`config.mk`:
```
export PLATFORM = sky130hd
export DESIGN_NAME = la_ioring_ctrl
export DESIGN_NICKNAME = d
export VERILOG_FILES = /design/src/rtl/la_ioring_ctrl.sv
export SDC_FILE = /design/constraint.sdc
export NUM_CORES = 1
export LEC_CHECK = 0
export ABC_AREA = 1
export ABC_CLOCK_PERIOD_IN_PS = 1670
export BUFFER_PORTS_ARGS = -buffer_cell sky130_fd_sc_hd__buf_2
export CORE_MARGIN = 4
export CORE_UTILIZATION = 42
export CTS_CLUSTER_SIZE = 16
export DETAILED_ROUTE_END_ITERATION = 8
export PLACE_DENSITY_LB_ADDON = 0.08
export SYNTH_ARGS = -nofsm -noshare
export SYNTH_HDL_FRONTEND = slang
export SYNTH_SLANG_ARGS = --single-unit
export TNS_END_PERCENT = 30
```
`constraint.sdc`:
```
create_clock -name clk -period 1.67 [get_ports clk]
set_input_delay 0.0835 -clock clk [delete_from_list [all_inputs] [get_ports clk]]
set_output_delay 0.0835 -clock clk [all_outputs]
set_load 0.02 [all_outputs]
```
`src/rtl/la_ioring_ctrl.sv`:
```
`timescale 1ns/1ps
`default_nettype none
// ============================================================================
// Module   : la_ioring_ctrl
// Brief    : Core-side IO ring controller: power-up isolation sequencing,
//            serial configuration shift/load and ring readback.
// Revision : 1.0 - initial release
// ============================================================================
module la_ioring_ctrl #(
  parameter int RINGW  = 8,
  parameter int CFGW   = 32,
  parameter int PWRDLY = 256,
  parameter int DIV    = 4
) (
  input  logic             clk,
  input  logic             nreset,
  input  logic             sleep,
  input  logic [CFGW-1:0]  cfg,
  input  logic             cfg_valid,
  output logic             cfg_ready,
  output logic [CFGW-1:0]  rdata,
  output logic             done,
  output logic             iso,
  input  logic             ring_in,
  output logic [RINGW-1:0] ioring
);

  localparam int PW_W = $clog2(PWRDLY + 1);
  localparam int DV_W = $clog2(2 * DIV);
  localparam int BI_W = (CFGW > 1) ? $clog2(CFGW) : 1;

  localparam logic [PW_W-1:0] C_PWR_LAST = PW_W'(PWRDLY);
  localparam logic [DV_W-1:0] C_DIV_HALF = DV_W'(DIV - 1);
  localparam logic [DV_W-1:0] C_DIV_END  = DV_W'(2 * DIV - 1);
  localparam logic [BI_W-1:0] C_BIT_LAST = BI_W'(CFGW - 1);

  localparam logic [2:0] S_PWRWAIT = 3'd0;
  localparam logic [2:0] S_IDLE    = 3'd1;
  localparam logic [2:0] S_SLEEP   = 3'd2;
  localparam logic [2:0] S_SHIFT   = 3'd3;
  localparam logic [2:0] S_LOAD    = 3'd4;

  logic [2:0]      state_q,  state_d;
  logic [PW_W-1:0] pwrcnt_q, pwrcnt_d;
  logic [DV_W-1:0] divcnt_q, divcnt_d;
  logic [BI_W-1:0] bitcnt_q, bitcnt_d;
  logic [CFGW-1:0] sreg_q,   sreg_d;
  logic [CFGW-1:0] rdata_q,  rdata_d;
  logic            iso_q,    iso_d;
  logic            rclk_q,   rclk_d;
  logic            rdin_q,   rdin_d;
  logic            rload_q,  rload_d;
  logic            ready_q,  ready_d;
  logic            done_q,   done_d;

  always_ff @(posedge clk or negedge nreset) begin
    if (!nreset) begin
      state_q  <= S_PWRWAIT;
      pwrcnt_q <= '0;
      divcnt_q <= '0;
      bitcnt_q <= '0;
      sreg_q   <= '0;
      rdata_q  <= '0;
      iso_q    <= 1'b1;
      rclk_q   <= 1'b0;
      rdin_q   <= 1'b0;
      rload_q  <= 1'b0;
      ready_q  <= 1'b0;
      done_q   <= 1'b0;
    end else begin
      state_q  <= state_d;
      pwrcnt_q <= pwrcnt_d;
      divcnt_q <= divcnt_d;
      bitcnt_q <= bitcnt_d;
      sreg_q   <= sreg_d;
      rdata_q  <= rdata_d;
      iso_q    <= iso_d;
      rclk_q   <= rclk_d;
      rdin_q   <= rdin_d;
      rload_q  <= rload_d;
      ready_q  <= ready_d;
      done_q   <= done_d;
    end
  end

  always_comb begin
    state_d  = state_q;
    pwrcnt_d = pwrcnt_q;
    divcnt_d = divcnt_q;
    bitcnt_d = bitcnt_q;
    sreg_d   = sreg_q;
    rdata_d  = rdata_q;
    case (state_q)
      S_PWRWAIT: begin
        if (pwrcnt_q == C_PWR_LAST) begin
          state_d  = S_IDLE;
          pwrcnt_d = '0;
        end else begin
          pwrcnt_d = pwrcnt_q + 1'b1;
        end
      end
      S_IDLE: begin
        // A pending config takes priority over a sleep request.
        if (cfg_valid && ready_q) begin
          state_d  = S_SHIFT;
          sreg_d   = cfg;
          divcnt_d = '0;
          bitcnt_d = '0;
        end else if (sleep) begin
          state_d = S_SLEEP;
        end
      end
      S_SLEEP: begin
        if (!sleep) begin
          state_d  = S_PWRWAIT;
          pwrcnt_d = '0;
        end
      end
      S_SHIFT: begin
        // Return data is captured on the cycle the ring clock rises.
        if (divcnt_q == C_DIV_HALF) begin
          rdata_d = (rdata_q >> 1) | (CFGW'(ring_in) << (CFGW - 1));
        end
        if (divcnt_q == C_DIV_END) begin
          divcnt_d = '0;
          sreg_d   = sreg_q >> 1;
          if (bitcnt_q == C_BIT_LAST) begin
            state_d  = S_LOAD;
            bitcnt_d = '0;
          end else begin
            bitcnt_d = bitcnt_q + 1'b1;
          end
        end else begin
          divcnt_d = divcnt_q + 1'b1;
        end
      end
      S_LOAD: begin
        if (divcnt_q == C_DIV_HALF) begin
          state_d  = S_IDLE;
          divcnt_d = '0;
        end else begin
          divcnt_d = divcnt_q + 1'b1;
        end
      end
      default: begin
        state_d  = S_PWRWAIT;
        pwrcnt_d = '0;
      end
    endcase
  end

  // Outputs are decoded from the next state so the pins are registered
  // yet line up with the state they belong to.
  always_comb begin
    iso_d   = (state_d == S_PWRWAIT) || (state_d == S_SLEEP);
    ready_d = (state_d == S_IDLE);
    rclk_d  = (state_d == S_SHIFT) && (divcnt_d > C_DIV_HALF);
    rdin_d  = (state_d == S_SHIFT) && sreg_d[0];
    rload_d = (state_d == S_LOAD);
    done_d  = (state_q == S_LOAD) && (state_d == S_IDLE);
  end

  assign cfg_ready = ready_q;
  assign rdata     = rdata_q;
  assign done      = done_q;
  assign iso       = iso_q;
  assign ioring    = {{(RINGW - 4){1'b0}}, rload_q, rdin_q, rclk_q, iso_q};

endmodule
`default_nettype wire
```
==> results.ini, run 1 <==
[sta]
rsz0062_at_grt = false
setup_viol = 0
finClkSkew_ps = 9.69
hold_violations = 0
final_max_slew_viol_count = 0
fin_crit_ps = 1580
clock.fmax_ghz = 0.632
setup_tns_ps = 0
period_share = 0.948

[placement]
hpwlAfterDp_um = 5810
place_congestion = 0.784
io_buffers = 75

[clock_network]
clock-sinks = 90
ctsLongestPathBuffers = 2
clk_pin_slew_ps = 90
htreeDepth = 3
cts_root_buf = clkbuf_8
cts_tree = built
clkLatencyLatePin_ps = 350
cts_buffers = 9

[route]
vias = 3256
wl_per_cell_um = 12.3
drtIter0Drc = 162
via_per_inst = 4.68
dr.pass1.iters = 4
finalWirelength_um = 8580
ant_nets = 0
drc = 0

[floorplan]
core.rowCount = 35
ios = 80
dieArea_um2 = 11200
die_w_um = 106
start_util = 0.434
core_area_um2 = 9280
die_h_um = 106

[setup_path]
reg2reg_slack_ps = 90
cp_common_cell = ha_2
cp_top_family = simple AND/OR/NAND/NOR gates
worst_path_max_delay_cell = dfrtp_1
arrival_ps = 1830
crit_start = bitcnt_q[0]$_DFFE_PN0P_
worst_r2r_path_depth = 8
critPathMaxFanout = 4
crit_buf_inv = 1
endpoint_kind = flip-flop
r2r-end = cfg_ready$_DFF_PN0_
cp-start-kind = flip-flop
worst_ep_required_time_ps = 1920
r2r_start = bitcnt_q[0]$_DFFE_PN0P_
critical_path_class = reg -> reg
path_cells = ha_2 > nand2_1 > nor2_1 > ha_2 > inv_2 > o21ai_4 > nand3_2 > nor2b_4
slowest_delay_ps = 380

[grt]
grt_pass1_wl_um = 14900
antenna_found_initial = 0
grt_util_all_layers = 0.162
overflow = 0
grt_pass1_vias = 3150
grt_max_degree = 63

[power_and_ir_drop]
totalPowerFinal_w = 0.00406
p_leak_nw = 2.84
peakVddDrop_mv = 0.354
pwr_density_cell_nw_per_um2 = 784

[yosys]
yosys-top-cells-area = dfrtp_1 55%, nand2_1 11%, a22oi_1 5.6%
synth-seq-cells = 90
async_flop_share = 1.00
yosys_warnings = 0
synth_edf_count = 0
netlist.area_leader.share = 0.553
synth_cell_types = 32
synth_cells = 451
ys_seq_area_frac = 0.559
syn_avg_cell_area_um2 = 8.94
syn_area_um2 = 4030
synthFlopType = dfrtp_1
yosys.area.top_type = dfrtp_1

[job]
drv_cap = 0

[outcome]
status = complete, no violations

[finish]
most-common-layout-cells = 120 x nand2_1, 89 x dfrtp_1, 74 x buf_2
diodes = 0
syn_to_final_growth_pct = 28.3
drive_gt1_frac = 0.224
nNetsFinal = 607
final_common_cell = nand2_1

[worst_hold_path]
whs_endpoint = sreg_q[0]$_DFF_PN0_
min_from = cfg[0]
hold-path-cell-count = 5
min_path_type = in -> reg

## cell usage after synthesis, types with 2 or more instances
master	count
buf_4	8
o22ai_1	3
o21ai_0	28
nand2_1	121
nor2_1	36
buf_6	3
nor3_1	2
inv_2	2
nand2_2	3
a21oi_1	19
a22oi_1	30
nand4_1	4
buf_2	9
ha_1	8
inv_1	45
nand3_1	23
clkbuf_1	4
dfrtp_1	89
## through the flow
| stage | setup WS, ps | std cells | utilization | hold slack (ps) | area [µm²] |
|---|---|---|---|---|---|
| 2_1_floorplan | 127 | 454 | - | -212 | 4040 |
| 3_5_place_dp | 51.5 | 645 | 0.491 | 43.5 | 4560 |
| 5_1_grt | 3.97 | 696 | 0.557 | 136 | 5170 |
| 4_1_cts | 26.7 | 694 | 0.551 | 91.8 | 5120 |
| 3_3_place_gp | 49.9 | 645 | 0.491 | 41.6 | 4560 |
| 6_report | 87.6 | 696 | 0.557 | 107 | 5170 |
## timing repair
action                                  4_1_cts  5_1_grt
resized for setup                             0       13
endpoints found under the setup margin        0       53
setup buffers                                 0        2
hold buffers                                 33        0
hold endpoints to repair                     82        0
## power breakdown
| part | internal [W] | switching [W] |
|---|---|---|
| sequential | 0.00218 | 0.00000483 |
| clock | 0.000860 | 0.000814 |
| combinational | 0.0000979 | 0.0000944 |
## metal layers
metal  up-vias  track usage  share of wire
li1       1670            -              -
met4         0       0.0444         0.0087
met5         -            0              0
met2        63        0.249           0.46
met1      1517        0.226           0.48
met3         6       0.0431          0.049
## sequential cells by signal (all words and copies together) (netlist names)
register,cells
done,1
bitcnt_q,5
rdin_q,1
state_q,3
pwrcnt_q,9
rdata,32
sreg_q,32
divcnt_q,3
cfg_ready,1
rclk_q,1
iso,1
rload_q,1
## worst max path at each step
stage	to	slack (ps)	cells after the start
after floorplan	rdata[1]$_DFFE_PN0P_	130	6
after global placement	cfg_ready$_DFF_PN0_	50	7
after detailed placement	cfg_ready$_DFF_PN0_	50	7
after CTS	cfg_ready$_DFF_PN0_	30	7
after global routing	rclk_q$_DFF_PN0_	4	9
final	cfg_ready$_DFF_PN0_	90	8
## final cells by class
cell class,count,area (µm²)
Clock buffer,9,124
Timing Repair Buffer,121,856
Clock inverter,7,100
Fill cell,876,4110
Tap cell,129,161
Sequential cell,90,2250
Inverter,48,185
Multi-Input combinational cell,292,1490
## worst min-delay path, stage by stage
cell,delay (ps)
buf_2,70
inv_1,30
nand2_1,50
nand3_1,60
o211ai_1,100
## kinds of logic after synthesis
kind of cell / Yosys count / synth area share
compound gates: 82 / 0.122
xor+xnor: 1 / 0.00217
fa+ha+maj: 8 / 0.0248
buf+inv: 72 / 0.0835
flops: 90 / 0.559
mux: 1 / 0.00248
other cells: 1 / 0.000930
simple gates: 196 / 0.205
No activity file was read; power rests on OpenSTA's default activity.
==> run 2, diff against run 1 <==
==> constraint.sdc (replaced) <==
create_clock -name clk -period 1.67 [get_ports clk]
set_input_delay 0.0835 -clock clk [delete_from_list [all_inputs] [get_ports clk]]
set_output_delay 0.0835 -clock clk [all_outputs]
set_load 0.1 [all_outputs]
==> run 2 against run 1 <==
Against the previous run:
- die area stayed put
- utilization rose by 0.094 points
- sequential cell count is the same
- power grew 0.53%
- clock-buffer cell count unchanged
- maximum frequency increased by 1.6%
- worst hold slack better by 11 ps
- wire length increased by 0.20%
- global-route usage fell by 0.17 points
- sequential share of layout area about the same
- sequential power about the same
- critical endpoint is now state_q[0]$_DFF_PN0_
- largest cell class unchanged
==> results.ini, run 2 (synthesis results as in run 1) <==
[route]
drtIter0Drc = 212
dr_wl_met2_um = 3930
ant_nets = 0
met1_length_um = 4140
drc = 0
top_layer_used = met4
via_per_inst = 4.66
wl_per_cell_um = 12.4
wl_met3_um = 457
finalWirelength_um = 8600
dr.pass1.iters = 5
vias = 3243

[power_and_ir_drop]
swShare = 0.234
p_int_w = 0.00312
peakVddDrop_mv = 0.407
combPwrFrac = 0.065
totalPowerFinal_w = 0.00408
seqPwrFrac = 0.537
clockPowerShare = 0.398
pwr_density_cell_nw_per_um2 = 787
p_leak_nw = 2.83
p_switching_w = 0.000954

[setup_path]
cp_common_cell = ha_2
critPathMaxFanout = 4
cp-start-kind = flip-flop
arrival_ps = 1800
path_cells = ha_2 > nand2_1 > nor2_1 > ha_2 > inv_2 > o21ai_4 > nand3_2 > buf_4
worst_ep_required_time_ps = 1910
worst_path_max_delay_cell = dfrtp_1
slowest_delay_ps = 380
cp_top_family = flip-flops
critical_path_class = reg -> reg
reg2reg_slack_ps = 110
endpoint_kind = flip-flop
crit_buf_inv = 2

[floorplan]
dieArea_um2 = 11200
core_area_um2 = 9280
die_w_um = 106
start_util = 0.434
die_h_um = 106
ios = 80
core.rowCount = 35

[clock_network]
clkLatencyLatePin_ps = 350
ctsLongestPathBuffers = 2
cts_root_buf = clkbuf_8
htreeDepth = 3
clk_pin_slew_ps = 90
cts_tree = built
cts_buffers = 9
clock-sinks = 90

[job]
drv_cap = 0

[worst_hold_path]
min_path_type = in -> reg

[placement]
hpwlAfterDp_um = 5610
place_congestion = 0.782
io_buffers = 75
place_inst = 643

[grt]
grt_util_all_layers = 0.160
antenna_found_initial = 0
grt_pass1_vias = 3123
grt_max_degree = 62
grt_pass1_wl_um = 14700
overflow = 0

[sta]
finClkSkew_ps = 11.3
fin_crit_ps = 1560
clock.fmax_ghz = 0.642
hold_violations = 0
period_share = 0.932
setup_tns_ps = 0
final_max_slew_viol_count = 0
setup_viol = 0

[finish]
nNetsFinal = 608
drive_gt1_frac = 0.226
final_common_cell = nand2_1
fin_cells = 696
syn_to_final_growth_pct = 28.6
most-common-layout-cells = 120 x nand2_1, 88 x dfrtp_1, 74 x buf_2
fillers = 871
diodes = 0

[outcome]
status = complete, no violations

run 2: worst reg2reg max path: stages (launching register included):
cell and delay, ps:
dfrtp_1 380, ha_2 180, nand2_1 60, nor2_1 120, ha_2 190, inv_2 60, o21ai_4 160, nand3_2 140
buf_4 160
run 2: final cells by class:
| cell class | instances | area [µm²] | area share |
|---|---|---|---|
| multi-input cells | 292 | 1500 | 0.290 |
| flip-flops and latches | 90 | 2250 | 0.435 |
| repair buffers | 122 | 863 | 0.167 |
| clock inverters | 6 | 90.1 | 0.0174 |
| inverters | 48 | 185 | 0.0357 |
| clock buffers | 9 | 124 | 0.0239 |
| well taps | 129 | 161 | 0.0312 |
run 2: routing by layer:
| metal | global-route usage | up-vias |
|---|---|---|
| li1 | - | 1674 |
| met5 | 0 | - |
| met3 | 0.0334 | 6 |
| met1 | 0.232 | 1481 |
| met4 | 0.0555 | 0 |
| met2 | 0.238 | 82 |
run 2: path summary, 6_finish.rpt:
| path | cells after the start | endpoint | startpoint |
|---|---|---|---|
| min in group asynchronous | 2 | pwrcnt_q[5]$_DFFE_PN0P_ | nreset |
| hold reg to reg | 2 | rdata[0]$_DFFE_PN0P_ | rdata[0]$_DFFE_PN0P_ |
| hold / removal | 5 | sreg_q[0]$_DFF_PN0_ | cfg[0] |
| setup / recovery | 8 | state_q[0]$_DFF_PN0_ | bitcnt_q[0]$_DFFE_PN0P_ |
| setup reg to reg | 8 | state_q[0]$_DFF_PN0_ | bitcnt_q[0]$_DFFE_PN0P_ |
| max in group asynchronous | 3 | sreg_q[24]$_DFFE_PN0P_ | nreset |
run 2: what timing repair did:
item	4_1_cts	5_1_grt
setup buffers	0	5
endpoints found under the setup margin	0	63
hold buffers	33	0
endpoints found under the hold margin	67	0
gates resized for setup	0	14
run 2: through the flow:
step	cell area [µm²]	hold slack, ps	util	setup slack (ps)
2_1_floorplan	4040	-212	-	89.8
3_3_place_gp	4550	23.2	0.490	45.9
3_5_place_dp	4550	22.2	0.490	51.0
4_1_cts	5090	106	0.549	38.2
5_1_grt	5180	180	0.558	-6.19
6_report	5180	117	0.558	113
run 2: power groups by stage:
| stage | Sequential (W) | Clock, W | Combinational, W |
|---|---|---|---|
| after floorplan | 0.00229 | 0 | 0.0000540 |
| after global placement | 0.00223 | 0 | 0.000210 |
| after detailed placement | 0.00223 | 0 | 0.000210 |
| after CTS | 0.00219 | 0.00168 | 0.000269 |
| after global routing | 0.00219 | 0.00178 | 0.000288 |
| final | 0.00219 | 0.00162 | 0.000266 |
==> run 3, diff against run 2 <==
--- a/config.mk
+++ b/config.mk
@@ -6,12 +6,13 @@
 export NUM_CORES = 1
 export LEC_CHECK = 0
 export ABC_AREA = 1
-export ABC_CLOCK_PERIOD_IN_PS = 1670
+export ABC_CLOCK_PERIOD_IN_PS = 1600
 export BUFFER_PORTS_ARGS = -buffer_cell sky130_fd_sc_hd__buf_2
 export CORE_MARGIN = 4
 export CORE_UTILIZATION = 42
 export CTS_CLUSTER_SIZE = 16
 export DETAILED_ROUTE_END_ITERATION = 8
+export GPL_TIMING_DRIVEN = 0
 export PLACE_DENSITY_LB_ADDON = 0.08
 export SYNTH_ARGS = -nofsm -noshare
 export SYNTH_HDL_FRONTEND = slang
==> constraint.sdc (replaced) <==
create_clock -name clk -period 1.6 [get_ports clk]
set_input_delay 0.08 -clock clk [delete_from_list [all_inputs] [get_ports clk]]
set_output_delay 0.08 -clock clk [all_outputs]
set_load 0.1 [all_outputs]
==> run 3 against run 2 <==
Against the previous run:
- die area stayed put
- register-to-register slack lost 80 ps
- utilization rose by 1.6 points
- critical path type unchanged
- critical endpoint is now cfg_ready$_DFF_PN0_
- highest routed layer unchanged
==> results.ini, run 3 (synthesis results as in run 1) <==
[grt]
grt_util_all_layers = 0.169
overflow = 0
grt_pass1_vias = 3337
antenna_found_initial = 0
grt_max_degree = 64
grt_pass1_wl_um = 15500

[power_and_ir_drop]
p_int_w = 0.00327
p_leak_nw = 2.90
peakVddDrop_mv = 0.556
pwr_density_cell_nw_per_um2 = 800
combPwrFrac = 0.067
p_switching_w = 0.000995
swShare = 0.233
seqPwrFrac = 0.536
clockPowerShare = 0.397

[route]
via_per_inst = 4.73
finalWirelength_um = 8990
drc = 0
vias = 3374
wl_per_cell_um = 12.6
drtIter0Drc = 137
ant_nets = 0
dr.pass1.iters = 4

[finish]
final_common_cell = nand2_1
fin_area_um2 = 5330
nNetsFinal = 625
most-common-layout-cells = 119 x nand2_1, 88 x dfrtp_1, 77 x buf_2
utilization = 0.574
syn_to_final_growth_pct = 32.2
diodes = 0
fin_cells = 713
drive_gt1_frac = 0.255

[setup_path]
endpoint_kind = flip-flop
critPathMaxFanout = 4
r2r-end = cfg_ready$_DFF_PN0_
reg2reg_slack_ps = 30
arrival_ps = 1810
worst_r2r_path_depth = 8
critical_path_class = reg -> reg
cp-start-kind = flip-flop
r2r_start = bitcnt_q[0]$_DFFE_PN0P_
crit_start = bitcnt_q[0]$_DFFE_PN0P_
worst_ep_required_time_ps = 1840

[clock_network]
clk_pin_slew_ps = 90
htreeDepth = 3
cts_buffers = 9
cts_tree = built
cts_root_buf = clkbuf_8
clkLatencyLatePin_ps = 350
ctsLongestPathBuffers = 2
clock-sinks = 90

[worst_hold_path]
min_from = cfg[0]
hold-path-cell-count = 5
min_path_type = in -> reg
whs_endpoint = sreg_q[0]$_DFF_PN0_

[placement]
io_buffers = 75
place_inst = 659
post_dp_cell_area_um2 = 4610
hpwlAfterDp_um = 6120
place_congestion = 0.819

[floorplan]
start_util = 0.434
die_w_um = 106
core.rowCount = 35
dieArea_um2 = 11200
core_area_um2 = 9280
die_h_um = 106
ios = 80

[sta]
rsz0062_at_grt = true
period_share = 0.979
final_max_slew_viol_count = 0
fin_crit_ps = 1570
hold_violations = 0
finClkSkew_ps = 13.6
setup_tns_ps = 0
setup_viol = 0
clock.fmax_ghz = 0.638

[job]
drv_cap = 0

[outcome]
status = complete, no violations

run 3: per-layer routing:
metal	track usage	wire (µm)	vias up
li1	-	-	1705
met1	0.229	4290	1598
met2	0.269	4150	64
met3	0.0546	472	7
met4	0.0361	78	0
met5	0	0	-
run 3: timing repair:
action	4_1_cts	5_1_grt
setup endpoints to repair	76	73
buffers inserted	0	7
pin swaps	0	7
hold endpoints to repair	59	0
gates resized for setup	11	27
cloned	0	0
hold buffers	33	0
run 3: metrics by stage:
step	hold slack [ps]	total power [W]	setup slack (ps)
2_1_floorplan	-216	0.00244	19.8
3_3_place_gp	288	0.00255	-581
3_5_place_dp	39.4	0.00256	-257
4_1_cts	94.6	0.00433	-18.3
5_1_grt	131	0.00445	-62.1
6_report	113	0.00426	33.6
run 3: how the worst max path moves through the flow:
stage | depth (start not counted) | slack, ps | end
after detailed placement | 6 | -260 | rdata[21]$_DFFE_PN0P_
after floorplan | 8 | 20 | sreg_q[10]$_DFFE_PN0P_
after global placement | 1 | -580 | cfg_ready$_DFF_PN0_
final | 8 | 30 | cfg_ready$_DFF_PN0_
after global routing | 8 | -60 | cfg_ready$_DFF_PN0_
after CTS | 7 | -20 | sreg_q[10]$_DFFE_PN0P_
run 3: final cells by class:
cell class / count / area [µm²]
Sequential cell: 90 / 2250
Inverter: 48 / 183
Multi-Input combinational cell: 292 / 1550
Clock inverter: 6 / 90.1
Clock buffer: 9 / 124
Tap cell: 129 / 161
Fill cell: 878 / 3960
Buffer: 23 / 171
Timing Repair Buffer: 116 / 792
run 3: power by group through the flow:
stage	Sequential (W)	Combinational [W]	Clock, W
6_report	0.00229	0.000283	0.00169
5_1_grt	0.00229	0.000309	0.00185
4_1_cts	0.00229	0.000286	0.00175
3_5_place_dp	0.00233	0.000225	0
3_3_place_gp	0.00233	0.000216	0
2_1_floorplan	0.00239	0.0000563	0
run 3: worst max-delay path: stages (launching register included):
cell	delay, ps
dfrtp_1	390
ha_2	200
nand2_2	60
nor2_2	100
ha_2	180
inv_2	60
o21ai_4	210
nand3_4	120
nor2b_4	140
